==> config.mk <==
export PLATFORM = sky130hd
export DESIGN_NAME = uart_rx
export DESIGN_NICKNAME = d
export VERILOG_FILES = /design/src/rtl/uart_pkg.sv /design/src/rtl/uart_rx_fifo.sv /design/src/rtl/uart_rx.sv
export SDC_FILE = /design/constraint.sdc
export NUM_CORES = 1
export LEC_CHECK = 0
export BUFFER_PORTS_ARGS = -buffer_cell sky130_fd_sc_hd__buf_4
export CAP_MARGIN = 20
export CORE_ASPECT_RATIO = 0.8
export CORE_UTILIZATION = 55
export CTS_BUF_LIST = sky130_fd_sc_hd__clkbuf_16
export CTS_CLUSTER_SIZE = 25
export DETAILED_ROUTE_END_ITERATION = 12
export HOLD_SLACK_MARGIN = 0.08
export MAX_ROUTING_LAYER = met4
export PLACE_DENSITY = 0.75
export SYNTH_ARGS = -nofsm -noshare
export SYNTH_HDL_FRONTEND = slang
export SYNTH_SLANG_ARGS = --single-unit
==> constraint.sdc <==
create_clock -name clk_i -period 2.4 [get_ports clk_i]
set_input_delay 0.12 -clock clk_i [delete_from_list [all_inputs] [get_ports clk_i]]
set_output_delay 0.12 -clock clk_i [all_outputs]
set_load 0.01 [all_outputs]
==> src/rtl/uart_pkg.sv <==
// uart_pkg: definitions shared by the UART receive and transmit paths.
//   uart_rx_state_t : receiver FSM state encoding
//   UART_DATA_BITS  : data bits per frame
//   UART_OVERSAMPLE : samples per bit
//   uart_div()      : clocks per oversample tick, rounded to nearest
// Build option: UART_RX_PARITY_EN adds the PARITY state (8-E-1 frames).
package uart_pkg;

    localparam int UART_DATA_BITS  = 8;
    localparam int UART_OVERSAMPLE = 16;

    typedef enum logic [2:0] {
        S_IDLE,
        S_START,
        S_DATA,
`ifdef UART_RX_PARITY_EN
        S_PARITY,
`endif
        S_STOP,
        S_BREAK
    } uart_rx_state_t;

    function automatic int uart_div(input int clk, input int baud, input int os);
        return (clk + (baud * os) / 2) / (baud * os);
    endfunction

endpackage

==> src/rtl/uart_rx_fifo.sv <==
// uart_rx_fifo: synchronous receive FIFO with a registered head output.
//   clk, rst : clock, asynchronous active-high reset
//   push/din : write request and data (dropped when full unless popping)
//   ready    : consumer accepts dout when valid
//   dout     : registered head of the FIFO
//   valid    : FIFO not empty
//   overrun  : one-cycle pulse when a push is dropped
module uart_rx_fifo #(
    parameter int DEPTH = 8,
    parameter int WIDTH = 8
) (
    input  logic             clk,
    input  logic             rst,
    input  logic             push,
    input  logic [WIDTH-1:0] din,
    input  logic             ready,
    output logic [WIDTH-1:0] dout,
    output logic             valid,
    output logic             overrun
);
    localparam int AW = $clog2(DEPTH);

    logic [WIDTH-1:0] mem [DEPTH];
    logic [AW:0]      wp, rp, rp_next;
    logic             empty, full, pop, push_ok;

    assign empty   = (wp == rp);
    assign full    = (wp[AW] != rp[AW]) && (wp[AW-1:0] == rp[AW-1:0]);
    assign valid   = !empty;
    assign pop     = valid && ready;
    assign push_ok = push && (!full || pop);
    assign rp_next = rp + 1'b1;

    always_ff @(posedge clk) begin
        if (push_ok)
            mem[wp[AW-1:0]] <= din;
    end

    always_ff @(posedge clk or posedge rst) begin
        if (rst) begin
            wp      <= '0;
            rp      <= '0;
            dout    <= '0;
            overrun <= 1'b0;
        end else begin
            overrun <= push && full && !pop;
            if (push_ok)
                wp <= wp + 1'b1;
            if (pop)
                rp <= rp_next;
            // Head register: after a pop the new head is either still in RAM
            // or is the byte being written this very cycle.
            if (pop) begin
                if (rp_next != wp)
                    dout <= mem[rp_next[AW-1:0]];
                else if (push_ok)
                    dout <= din;
            end else if (push_ok && empty) begin
                dout <= din;
            end
        end
    end

endmodule

==> src/rtl/uart_rx.sv <==
// uart_rx: oversampling UART receiver with byte FIFO and valid/ready output.
//   clk_i, rst_i : fabric clock, asynchronous active-high reset
//   rxd_i        : asynchronous serial line, idles high
//   data_o       : byte at FIFO head (registered)
//   valid_o      : FIFO not empty; ready_i pops
//   frame_err_o  : pulse, stop bit sampled low
//   overrun_o    : pulse, good byte dropped on full FIFO
//   parity_err_o : pulse, parity mismatch (0 unless UART_RX_PARITY_EN)
// Build option: UART_RX_PARITY_EN selects 8-E-1 framing.
//
// state   | meaning
// S_IDLE  | line idle, waiting for a falling edge
// S_START | validating the start bit (majority 1 = glitch)
// S_DATA  | shifting in 8 data bits, LSB first
// S_PARITY| checking even parity (parity builds only)
// S_STOP  | mid-stop decision: push, frame error or parity error
// S_BREAK | line held low after a frame error, wait for high
module uart_rx
    import uart_pkg::*;
#(
    parameter int CLK_FREQ   = 100_000_000,
    parameter int BAUD_RATE  = 115200,
    parameter int OVERSAMPLE = 16,
    parameter int FIFO_DEPTH = 8
) (
    input  logic       clk_i,
    input  logic       rst_i,
    input  logic       rxd_i,
    output logic [7:0] data_o,
    output logic       valid_o,
    input  logic       ready_i,
    output logic       frame_err_o,
    output logic       overrun_o,
    output logic       parity_err_o
);
    localparam int DIV = uart_div(CLK_FREQ, BAUD_RATE, OVERSAMPLE);
    localparam int CW  = (DIV > 1) ? $clog2(DIV) : 1;
    localparam logic [CW-1:0] TICK_LAST = CW'(DIV - 1);
    localparam logic [3:0]    OS_LAST   = 4'(UART_OVERSAMPLE - 1);
    localparam logic [2:0]    BIT_LAST  = 3'(UART_DATA_BITS - 1);

    uart_rx_state_t            state, state_nxt;
    logic                      rxd_meta, rxd_sync;
    logic [CW-1:0]             tick_cnt;
    logic [3:0]                os;
    logic                      samp7, samp8, maj;
    logic [UART_DATA_BITS-1:0] shift;
    logic [2:0]                bit_cnt;
    logic                      tick, bit_dec, bit_end;
    logic                      start_go, push, frame_err_nxt;

    assign tick    = (tick_cnt == TICK_LAST);
    assign bit_dec = tick && (os == 4'd9);
    assign bit_end = tick && (os == OS_LAST);
    // Majority of samples 7, 8 and the live sample 9.
    assign maj = (samp7 & samp8) | (samp7 & rxd_sync) | (samp8 & rxd_sync);

`ifdef UART_RX_PARITY_EN
    logic par_flag, parity_err_nxt;
`endif

    always_ff @(posedge clk_i or posedge rst_i) begin
        if (rst_i) begin
            rxd_meta <= 1'b1;
            rxd_sync <= 1'b1;
        end else begin
            rxd_meta <= rxd_i;
            rxd_sync <= rxd_meta;
        end
    end

    always_ff @(posedge clk_i or posedge rst_i) begin
        if (rst_i)
            state <= S_IDLE;
        else
            state <= state_nxt;
    end

    always_comb begin
        state_nxt     = state;
        start_go      = 1'b0;
        push          = 1'b0;
        frame_err_nxt = 1'b0;
`ifdef UART_RX_PARITY_EN
        parity_err_nxt = 1'b0;
`endif
        case (state)
            S_IDLE: begin
                if (!rxd_sync) begin
                    start_go  = 1'b1;
                    state_nxt = S_START;
                end
            end
            S_START: begin
                if (bit_dec && maj)
                    state_nxt = S_IDLE;
                else if (bit_end)
                    state_nxt = S_DATA;
            end
            S_DATA: begin
                if (bit_end && bit_cnt == BIT_LAST)
`ifdef UART_RX_PARITY_EN
                    state_nxt = S_PARITY;
`else
                    state_nxt = S_STOP;
`endif
            end
`ifdef UART_RX_PARITY_EN
            S_PARITY: begin
                if (bit_end)
                    state_nxt = S_STOP;
            end
`endif
            S_STOP: begin
                // Leave at mid-stop so an immediately following start edge is caught.
                if (bit_dec) begin
                    if (!maj) begin
                        frame_err_nxt = 1'b1;
                        state_nxt     = S_BREAK;
                    end
`ifdef UART_RX_PARITY_EN
                    else if (par_flag) begin
                        parity_err_nxt = 1'b1;
                        state_nxt      = S_IDLE;
                    end
`endif
                    else begin
                        push      = 1'b1;
                        state_nxt = S_IDLE;
                    end
                end
            end
            S_BREAK: begin
                if (rxd_sync)
                    state_nxt = S_IDLE;
            end
            default: state_nxt = S_IDLE;
        endcase
    end

    always_ff @(posedge clk_i or posedge rst_i) begin
        if (rst_i) begin
            tick_cnt <= '0;
            os       <= '0;
            samp7    <= 1'b1;
            samp8    <= 1'b1;
            shift    <= '0;
            bit_cnt  <= '0;
        end else begin
            // Clearing on the start edge aligns sampling phase to the frame.
            if (start_go) begin
                tick_cnt <= '0;
                os       <= '0;
            end else begin
                tick_cnt <= tick ? '0 : tick_cnt + 1'b1;
                if (tick)
                    os <= os + 4'd1;
                if (tick && os == 4'd7)
                    samp7 <= rxd_sync;
                if (tick && os == 4'd8)
                    samp8 <= rxd_sync;
            end
            if (state == S_DATA && bit_dec)
                shift <= {maj, shift[UART_DATA_BITS-1:1]};
            if (state == S_START)
                bit_cnt <= '0;
            else if (state == S_DATA && bit_end)
                bit_cnt <= bit_cnt + 3'd1;
        end
    end

    always_ff @(posedge clk_i or posedge rst_i) begin
        if (rst_i)
            frame_err_o <= 1'b0;
        else
            frame_err_o <= frame_err_nxt;
    end

`ifdef UART_RX_PARITY_EN
    always_ff @(posedge clk_i or posedge rst_i) begin
        if (rst_i) begin
            par_flag     <= 1'b0;
            parity_err_o <= 1'b0;
        end else begin
            parity_err_o <= parity_err_nxt;
            if (start_go)
                par_flag <= 1'b0;
            else if (state == S_PARITY && bit_dec)
                par_flag <= maj ^ (^shift);
        end
    end
`else
    assign parity_err_o = 1'b0;
`endif

    uart_rx_fifo #(
        .DEPTH (FIFO_DEPTH),
        .WIDTH (UART_DATA_BITS)
    ) u_fifo (
        .clk     (clk_i),
        .rst     (rst_i),
        .push    (push),
        .din     (shift),
        .ready   (ready_i),
        .dout    (data_o),
        .valid   (valid_o),
        .overrun (overrun_o)
    );

endmodule

# Word-level counts from Yosys, hierarchy flattened
# Memories as Yosys holds them, arrays and structs flattened.
# Cells that the tools add are included.
[op_classes]
bitwise_logic = 6
mux = 28
n_addsub = 5
n_eq_ne = 20
reduce_logical = 26
[ops]
columns = ["cell", "n"]
rows = [
  ["two-way mux 8 bit", 4],
  ["two-way mux 3 bit", 9],
  ["one-hot mux 3 bit (5 select lines)", 1],
  ["logical AND 1 bit", 14],
  ["adder 4 x 1 -> 4 bit, second input constant", 3],
  ["== test 4 bit, second input constant", 3],
  ["two-way mux 6 bit", 2],
  ["two-way mux 1 bit", 10],
  ["two-way mux 4 bit", 2],
  ["!= test 2 bit, second input constant", 4],
  ["adder 6 x 1 -> 6 bit, second input constant", 1],
  ["== test 3 x 2 -> 1 bit, second input constant", 2],
  ["== test 3 bit, second input constant", 2],
  ["== test 6 bit, second input constant", 1],
  ["!= test 3 bit, second input constant", 2],
  ["AND reduction 2 bit", 3],
  ["nonzero test 2 bit", 3],
  ["AND reduction 5 bit", 1],
  ["== test 4 x 3 -> 1 bit, second input constant", 1],
  ["== test 4 bit", 1],
  ["!= test 4 bit", 1],
  ["adder 3 x 1 -> 3 bit, second input constant", 1],
  ["bitwise AND 1 bit", 3],
  ["== test 3 x 1 -> 1 bit, second input constant", 1],
  ["7 further kinds", 10],
]
[totals]
inputBits = 4
regBits = 46
out_inout_bits = 12
memories = 1
ramBits = 64
wordCells = 100
[memory_table]
columns = ["name", "words", "width", "rd", "rd_clocked_by_memory_dff", "wr", "line", "rtl"]
rows = [
  ["u_fifo.mem", 8, 8, 1, 0, 1, "uart_rx_fifo.sv:23", "logic [WIDTH-1:0] mem [DEPTH];"],
]

# Depth between registers and ports, before layout
[logic_depth]
ltp_word = 10
ltp_mapped = 8
depth_no_buf = 7

# Modules after synthesis
# From an unflattened synthesis, not the netlist that was laid out.
[hier_totals]
hier_cells = 328
area_unflattened_um2 = 4984.8
[modules_own_cells]
columns = ["mod", "cells_each", "area_each_um2", "seq_area_each_um2", "n_inst"]
rows = [
  ["uart_rx_fifo", 204, 3582.2, 2347.3, 1],
  ["uart_rx", 124, 1402.6, 730.7, 1],
]

# Worst setup path before layout
# No wires, ideal clock.
[synth_path]
path_type = "register -> register"
from = "register u_fifo.rp[1]"
to = "register u_fifo.dout[0]"
path_slack_ns = -0.135
period_less_slack_ns = 2.535
setup_ns = 0.125
stages_incl_launch_ff = 8
required_ns = 2.275
path_buffers = 2
arrival_ns = 2.410
cell_sequence = "dfrtp_1 > ha_1 > clkbuf_1 > clkbuf_1 > mux4_2 > mux2_2 > mux2_4 > mux2_4"
[synth_via]
word_cells_on_any_way = 17
classes_between = "add/sub: 1; eq/ne: 4; mux: 2; reduce/logical: 9; memory: 1"
[synth_rtl]
columns = ["element", "line", "rtl"]
rows = [
  ["start, declared", "uart_rx_fifo.sv:24", "logic [AW:0] wp, rp, rp_next;"],
  ["start signal, assigned", "uart_rx_fifo.sv:50", "rp <= rp_next;"],
  ["adder 4 x 1 -> 4 bit *", "uart_rx_fifo.sv:32", "assign rp_next = rp + 1'b1;"],
  ["via u_fifo.rp_next[1]", "uart_rx_fifo.sv:24", ""],
  ["memory read (8 x 8 bit) or != test 4 bit (tied branches)", "n/a", ""],
  ["two-way mux 8 bit or != test 3 bit (tied branches)", "n/a", ""],
  ["two-way mux 8 bit or AND reduction 2 bit (tied branches)", "n/a", ""],
  ["end signal, assigned", "uart_rx_fifo.sv:55", "dout <= mem[rp_next[AW-1:0]];"],
  ["end signal, assigned", "uart_rx_fifo.sv:57", "dout <= din;"],
  ["end signal, assigned", "uart_rx_fifo.sv:59", "dout <= din;"],
  ["end, declared", "uart_rx_fifo.sv:17", "output logic [WIDTH-1:0] dout,"],
]
# The timed path passes the listed nets; every way through them passes the cells marked *.
# A chain may end at the register's enable or synchronous reset.

# Worst setup path after layout
[layout_path]
from = "register u_fifo.rp[1]"
to = "register u_fifo.dout[5]"
# Same word-level chain as after synthesis.

==> flow_metrics.tcl <==
set metrics [dict create \
    highest_layer "met4" \
    yosysWarnings 0 \
    worstPathArrival_ns 2.50 \
    viasPerCell 5.55 \
    tightestPinTransition_ns 0.602 \
    track_usage 0.206 \
    synth-simple-area-share 0.0725 \
    synthFlopType "edfxtp_1" \
    powerDensity_nw_per_um2 613 \
    num_vias 2490 \
    synth-xor-area-share 0.0467 \
    synth.top_cells.by_area "edfxtp_1 40%, dfrtp_1 22%, mux4_2 7.4%" \
    ctsHtreeMaxLevel 3 \
    grt_remaining_overflow 0 \
    p_leak_nw 2.24 \
    pin_count 16 \
    met3_length_um 304 \
    syn-num-nets 311 \
    crit_fanout 9 \
    numCtsBuffers 9 \
    critPathKind "flip-flop to flip-flop" \
    die_h_um 86.0 \
    dpl.hpwl_mm 5.60 \
    syn_area_um2 4850 \
    clkTransAtPathRegs_ns 0.07 \
    hp-class "input port to asynchronous set/reset pin" \
    final_cell_mix "64 x edfxtp_1, 42 x dfrtp_1, 30 x buf_4" \
    end_kind "flip-flop" \
    root_buffer "clkbuf_16" \
    final_cells 449 \
    drtAntennaViolNets 0 \
    synthArstFlopShare 0.418 \
    skew_ns 0.00526 \
    synth_fa_ha_area_frac 0.0253 \
    die_area_um2 9200 \
    synth_edf_count 64 \
    synth_seq_cells 110 \
    postSynthAreaPerCell_um2 16.3 \
    worst_ir_drop_vdd_mv 0.390 \
    max_slew_margin 0.593 \
    cts_tree "built" \
    grt_pass1_vias 2563 \
    outcome "completed" \
    clockBufferDepth 2 \
    cts_setup_buffers 0 \
    synth_top_family_by_area "multiplexers" \
    yosysTopAreaCell "edfxtp_1" \
    hold_viol 0 \
    yosys.area.top_type_share 0.396 \
    fin_crit_ns 2.27 \
    rsz0062_at_grt "false" \
    grt_pass1_wl_mm 13.5 \
    clk_latency_ns 0.34 \
    timing.final.crit_share 0.947 \
    synth_cells 298 \
    drt-total-wl_mm 8.13 \
    met1_length_mm 3.87 \
    final_nets 345 \
    antenna_cells 0 \
    portBuffers 14 \
    grt_max_degree 47 \
    dr.first_iter.drc_count 155 \
    start_util 0.569 \
    core_area_um2 8520 \
    synth_compound_area_frac 0.0186 \
    drt_first_pass_iters 4 \
    antenna_found_initial 0 \
    finalMaxSlewViolations 0 \
    max_freq_ghz 0.440 \
    startpoint_type "flip-flop" \
    final_common_cell "edfxtp_1" \
    setup_viol 0 \
    dpl.cell_count 429 \
    synth.distinct_cells 47 \
    synth_mux_area_frac 0.181 \
    setup-tns-final_ns 0 \
    worst-r2r-cell-count 6 \
    wl_per_cell_um 18.1 \
    drt_drc_violations_left 0 \
    gp_congestion 0.794 \
    clock-sinks 110 \
    maxCapViolations 0 \
    chipWidth_um 107 \
    met2_length_mm 3.84 \
    area_growth_pct 13.1 \
    rows 30 \
    crit_required_ns 2.63 \
    drive_gt1_frac 0.335 \
    synth_seq_area_share 0.635 \
]
-- state kept, by name, summed over array words and instances (netlist names) --
name,count
u_fifo.rp,4
u_fifo.mem,64
tick_cnt,6
samp8,1
shift,8
state,3
samp7,1
u_fifo.dout,8
frame_err_o,1
rxd_sync,1
u_fifo.wp,4
os,4
u_fifo.overrun,1
bit_cnt,3
rxd_meta,1
-- cell families after synthesis --
logic type | after synthesis
DFF | 110
and+or+nand+nor | 69
muxes | 57
xor gates and xnor gates | 22
buffers and inverters | 19
adders and majority gates | 10
AOI/OAI and AO/OA | 10
other | 1
-- area by class of cell --
type	count	area (um2)
flip-flops and latches	110	3080
fillers	577	3030
multi-input cells	169	1680
repair buffers	35	295
clock buffers	9	225
well taps	112	140
clock inverters	7	42.5
inverters	7	26.3
-- per-layer routing --
| layer | global-route usage | vias to the layer above |
|---|---|---|
| met4 | 0.0722 | 0 |
| met5 | - | - |
| met2 | 0.310 | 42 |
| li1 | - | 1179 |
| met1 | 0.271 | 1258 |
| met3 | 0.0585 | 11 |
-- Yosys cell counts (2+ instances only) --
library cell / count
xnor2_1: 12
mux4_2: 16
nand4_1: 4
buf_6: 3
nor3_1: 6
nor4_1: 2
nand3_1: 6
and4_1: 3
edfxtp_1: 64
inv_1: 7
dfrtp_1: 42
xor2_1: 7
mux2i_1: 3
ha_1: 9
nor2_1: 27
mux2_2: 22
nand2_1: 9
nand2b_1: 3
clkbuf_1: 6
mux2_4: 16
a21oi_1: 2
dfstp_2: 4
-- stage by stage --
stage	hold WS, ns	instance area [um2]	power [W]	setup WS, ns	util
global route	0.280	5490	0.00347	0.0504	0.644
finish	0.257	5490	0.00336	0.127	0.644
CTS	0.361	5470	0.00339	0.0258	0.641
global placement	0.230	5170	0.00205	0.123	0.606
floorplan	0.124	4860	0.00205	0.129	-
detailed placement	0.231	5170	0.00205	0.0497	0.606
-- worst max-delay path, stage by stage (launching register included) --
cell and delay [ns]:
dfrtp_1 0.43, ha_1 0.37, buf_4 0.22, mux4_2 0.36
mux2_2 0.28, mux2_4 0.25, mux2_4 0.25
-- where the power goes --
part           internal, W  leakage (nW)  switching [W]
Combinational    0.0000109         0.828      0.0000212
Clock             0.000696         0.134       0.000646
Sequential         0.00199          1.28     0.00000148
Total              0.00269          2.24       0.000669
-- repair_timing --
| action | 4_1_cts | 5_1_grt |
|---|---|---|
| gates resized for setup | 0 | 2 |
| hold buffers | 3 | 0 |
| endpoints found under the hold margin | 44 | 0 |
| endpoints found under the setup margin | 0 | 41 |
-- worst paths after layout --
path                                   start              to  slack, ns
worst min-delay path                   rst_i    u_fifo.rp[3]       0.26
max in group asynchronous              rst_i        rxd_sync       1.60
worst min register to register      rxd_meta        rxd_sync       0.36
worst max-delay path            u_fifo.rp[1]  u_fifo.dout[5]       0.13
worst max register to register  u_fifo.rp[1]  u_fifo.dout[5]       0.13
min in group clk_i                  rxd_meta        rxd_sync       0.36
No activity file was read; power rests on OpenSTA's default activity.
